`src/rtl/input_debouncer.sv`:
```
// ----------------------------------------------------------------------------
// input_debouncer
//
// Conditions mechanical board inputs (push-button and slide switches) before
// they reach application logic. Each channel is synchronised with a 2-FF chain
// and then qualified by a stability counter. A new value is accepted only
// after it has been seen on the synchroniser output for STABLE_CYCLES
// consecutive cycles. Accepted transitions produce one-cycle rise/fall
// pulses. All outputs are registered.
//
// Parameters
//   N             number of independent channels
//   STABLE_CYCLES consecutive cycles a new value must persist (>= 1)
//   RESET_LEVEL   per-channel value loaded into synchroniser and level_out
//   CNT_W         counter width, derived from STABLE_CYCLES
//
// Ports
//   clk        in   1  system clock
//   reset      in   1  synchronous, active-high reset
//   raw_in     in   N  asynchronous raw pin values
//   level_out  out  N  debounced level
//   rise       out  N  one-cycle pulse on an accepted 0->1 transition
//   fall       out  N  one-cycle pulse on an accepted 1->0 transition
//   any_event  out  1  OR of all rise/fall bits, same cycle as the pulses
// ----------------------------------------------------------------------------
`timescale 1ns/1ps

module input_debouncer #(
    parameter int           N             = 5,
    parameter int           STABLE_CYCLES = 500000,
    parameter logic [N-1:0] RESET_LEVEL   = {N{1'b1}},
    parameter int           CNT_W         = $clog2(STABLE_CYCLES + 1)
) (
    input  logic         clk,
    input  logic         reset,
    input  logic [N-1:0] raw_in,
    output logic [N-1:0] level_out,
    output logic [N-1:0] rise,
    output logic [N-1:0] fall,
    output logic         any_event
);

    typedef enum logic {
        STABLE  = 1'b0,
        PENDING = 1'b1
    } state_t;

    // Counter value reached on the cycle before acceptance. With
    // STABLE_CYCLES = 1 this is 0, so a mismatch is accepted straight from
    // STABLE and level_out simply tracks sync2 one cycle later.
    localparam logic [CNT_W-1:0] CNT_LAST = CNT_W'(STABLE_CYCLES - 1);

    logic [N-1:0]     sync1;
    logic [N-1:0]     sync2;
    state_t           state_q [N];
    state_t           state_d [N];
    logic [CNT_W-1:0] cnt_q   [N];
    logic [CNT_W-1:0] cnt_d   [N];
    logic [N-1:0]     level_d;
    logic [N-1:0]     rise_d;
    logic [N-1:0]     fall_d;
    logic [N-1:0]     diff;

    assign diff = sync2 ^ level_out;

    // Next-state / output decode, one independent FSM per channel.
    always_comb begin
        state_d = state_q;
        cnt_d   = cnt_q;
        level_d = level_out;
        rise_d  = '0;
        fall_d  = '0;
        for (int i = 0; i < N; i++) begin
            if (!diff[i]) begin
                // Glitch ended (or nothing happening): drop any partial count
                // so the next deviation starts qualification from scratch.
                state_d[i] = STABLE;
                cnt_d[i]   = '0;
            end else if (cnt_q[i] == CNT_LAST) begin
                level_d[i] = sync2[i];
                rise_d[i]  = sync2[i];
                fall_d[i]  = ~sync2[i];
                state_d[i] = STABLE;
                cnt_d[i]   = '0;
            end else begin
                case (state_q[i])
                    STABLE: begin
                        state_d[i] = PENDING;
                        cnt_d[i]   = CNT_W'(1);
                    end
                    default: begin
                        state_d[i] = PENDING;
                        cnt_d[i]   = cnt_q[i] + CNT_W'(1);
                    end
                endcase
            end
        end
    end

    // Synchroniser, FSM state and registered outputs.
    always_ff @(posedge clk) begin
        if (reset) begin
            sync1     <= RESET_LEVEL;
            sync2     <= RESET_LEVEL;
            level_out <= RESET_LEVEL;
            rise      <= '0;
            fall      <= '0;
            any_event <= 1'b0;
            for (int i = 0; i < N; i++) begin
                state_q[i] <= STABLE;
                cnt_q[i]   <= '0;
            end
        end else begin
            sync1     <= raw_in;
            sync2     <= sync1;
            level_out <= level_d;
            rise      <= rise_d;
            fall      <= fall_d;
            any_event <= |(rise_d | fall_d);
            state_q   <= state_d;
            cnt_q     <= cnt_d;
        end
    end

endmodule

```
`config.mk`:
```
export PLATFORM = sky130hd
export DESIGN_NAME = input_debouncer
export DESIGN_NICKNAME = d
export VERILOG_FILES = /design/src/rtl/input_debouncer.sv
export SDC_FILE = /design/constraint.sdc
export NUM_CORES = 1
export LEC_CHECK = 0
export BUFFER_PORTS_ARGS = -buffer_cell sky130_fd_sc_hd__buf_2
export CAP_MARGIN = 20
export CORE_AREA = 2 2 127 129
export CTS_BUF_LIST = sky130_fd_sc_hd__clkbuf_4
export CTS_CLUSTER_DIAMETER = 120
export CTS_CLUSTER_SIZE = 10
export DETAILED_ROUTE_END_ITERATION = 16
export DIE_AREA = 0 0 129 131
export HOLD_SLACK_MARGIN = 0.12
export PLACE_DENSITY = 0.6
export SLEW_MARGIN = 20
export SYNTH_ARGS = -nofsm -noshare
export SYNTH_HDL_FRONTEND = slang
export SYNTH_SLANG_ARGS = --single-unit
```
`constraint.sdc`:
```
create_clock -name clk -period 2.27 [get_ports clk]
set_input_delay 0.454 -clock clk [delete_from_list [all_inputs] [get_ports clk]]
set_output_delay 0.454 -clock clk [all_outputs]
set_load 0.05 [all_outputs]
```
==> impl_metrics.tcl <==
set metrics [dict create \
    synth_area_leaders "dfxtp_1, xor2_1, nor2_1" \
    cp-start-kind "flop" \
    fmax_ghz 0.500 \
    finalWeightedCongestion 0.816 \
    finalClockSkew_ps 14.1 \
    synth.yosys.seq_area_share_pct 47.0 \
    clockBufferDepth 2 \
    grt_overflow 0 \
    core_area_mm2 0.0156 \
    drc 0 \
    cp.arrival_ps 2470 \
    syn_nets 607 \
    cts.sinks 126 \
    fin_crit_ps 2000 \
    relSlewSlack_pct 65.1 \
    cp.required_ps 2740 \
    setup_slack_ps 271 \
    cts_max_level 4 \
    critPathMaxFanout 6 \
    fp.dieH_um 131 \
    ir_worst_vdd_mv 0.404 \
    synthDistinctLibCells 43 \
    synth-edff-count 0 \
    async_flop_share_pct 0 \
    syn-cell-area_mm2 0.00537 \
    totalWireLength_mm 10.9 \
    clk_latency_ps 530 \
    ios 23 \
    rr_startpoint "cnt_q[0]$_SDFF_PP0_" \
    r2r_slack_ps 270 \
    ys_ff_latch 126 \
    rsz0062_at_grt "no" \
    die_area_mm2 0.0169 \
    status "completed" \
    row_count 46 \
    post-route-period-util_pct 88.1 \
    crit_type "flop to flop" \
    setup_viol 0 \
    io_buffer_count 22 \
    worstMarginPinSlew_ps 524 \
    design_area_mm2 0.00609 \
    nets 641 \
    tns_ps 0 \
    start_util_pct 34.4 \
    die_w_um 129 \
    reg2reg_to "cnt_q[18]$_SDFF_PP0_" \
    startpoint "cnt_q[0]$_SDFF_PP0_" \
    place_ws_ps 299 \
    yosysTopAreaCell "dfxtp_1" \
    antenna_found_initial 1 \
    report.final.slew_viol_count 0 \
    cellPowerDensity_mw_per_mm2 656 \
    drive_above_1_share_pct 13.1 \
    dr.pass1.iters 6 \
    hold_class "flop to flop" \
    root_buffer "clkbuf_4" \
    synth_top_area_share_pct 47.0 \
    path_cells "ha_1 -> nand2_1 -> or4_4 -> or4_4 -> a21oi_2" \
    ff2ff_path_depth 5 \
    cp_slowest_cell "or4_4" \
    syn_to_final_growth_pct 13.3 \
    viasPerCell 4.99 \
    synth_cells 595 \
    layout_common_cells "dfxtp_1, nor2_1, xor2_1" \
    crit_top_cell "or4_4" \
    path_clk_slew_ps 110 \
    wl_per_cell_um 12.7 \
    yosys_warnings 0 \
    crit_end "cnt_q[18]$_SDFF_PP0_" \
    cap_violations 0 \
    finalHoldViolations 0 \
    end_kind "flop" \
    grt_pass1_wl_mm 18.6 \
    grt_max_degree 30 \
    gr-usage-all-layers_pct 13.8 \
    final_common_cell "dfxtp_1" \
    dp_hpwl_mm 7.77 \
    drtIter0Drc 252 \
    ctsResizeCount 0 \
    grt_pass1_vias 4217 \
    ant_nets 0 \
    synth_ff_type "dfxtp_1" \
    cts_tree "done" \
    cpPeakStageDelay_ps 580 \
    cts-buffers-inserted 17 \
    route.vias.total 4283 \
    leakage_nw 1.92 \
    detailed_place.area_mm2 0.00571 \
    syn_area_per_cell_um2 9.03 \
]
-- cell families after synthesis --
kind of cell,after synthesis,share of synthesized area [%]
simple gates,281,29.3
fa+ha+maj,5,1.16
buf+inv,40,3.00
compound gates,80,9.32
xor+xnor,63,10.3
flops,126,47.0
-- sequential cells by signal, summed over array words and instances (netlist names) --
register	cells
any_event	1
rise	5
state_q	5
cnt_q	95
sync1	5
fall	5
sync2	5
level_out	5
-- critical path, delay by kind of cell, from the launching register on --
kind,cells,cell delay (ps)
AND/OR/NAND/NOR,3,1190
flip-flops,1,380
adder cells (fa/ha/maj),1,240
AO/OA/AOI/OAI,1,130
-- cell type report --
cell class | count | area, µm²
inverter | 23 | 86.3
antenna | 1 | 2.50
multi-input combinational | 429 | 2690
sequential | 126 | 2520
timing repair buffer | 32 | 198
clock inverter | 12 | 169
clock buffer | 20 | 150
tap | 216 | 270
fill | 1540 | 9510
-- repair_timing --
action | CTS | global route
setup buffers | 0 | 0
endpoints found under the hold margin | 5 | 0
hold buffers | 5 | 0
-- report_power, final --
group | total (mW) | internal [mW] | switching (mW) | leakage (nW)
sequential | 2.23 | 2.22 | 0.00907 | 1.02
clock | 1.71 | 0.903 | 0.812 | 0.173
combinational | 0.0443 | 0.0207 | 0.0235 | 0.726
-- layer usage --
metal	vias to the layer above	part of all wire, %	track usage, %
met1	2014	49	16.7
li1	2199	-	-
met3	9	3.0	3.75
met5	-	0	0
met4	0	1.3	6.01
met2	61	47	23.1
-- how the worst min path moves through the flow --
stage	slack [ps]	depth (start not counted)	startpoint	end
after floorplan	390	1	sync1[0]$_SDFF_PP1_	sync2[0]$_SDFF_PP1_
after global placement	400	1	sync1[1]$_SDFF_PP1_	sync2[1]$_SDFF_PP1_
after detailed placement	400	1	sync1[3]$_SDFF_PP1_	sync2[3]$_SDFF_PP1_
after CTS	420	1	sync1[3]$_SDFF_PP1_	sync2[3]$_SDFF_PP1_
after global routing	440	1	sync1[3]$_SDFF_PP1_	sync2[3]$_SDFF_PP1_
final	410	1	sync1[4]$_SDFF_PP1_	sync2[4]$_SDFF_PP1_
-- cell usage after synthesis (all sizes together), types with 4 or more instances --
library cell  number
nor4b              9
and2               6
nand4             28
o31ai             10
o21ai             25
inv               23
buf                7
nor4bb             4
a21oi             30
xor2              34
and3              10
nor2              74
xnor2             29
nor4              14
nand3             30
nand2             29
and4               9
nor3               9
or4               14
or3               20
dfxtp            126
clkbuf            10
ha                 5
o211ai            10
or2               15
-- through the flow --
stage | utilization (%) | hold WS [ps] | power, mW | instances
global placement | 36.6 | 398 | 2.32 | 821
CTS | 39.0 | 419 | 4.05 | 858
finish | 39.0 | 414 | 3.99 | 859
global route | 39.0 | 438 | 4.16 | 859
detailed placement | 36.6 | 398 | 2.32 | 821
floorplan | - | 389 | 2.31 | 595
Power figures use the tool's default switching activity.
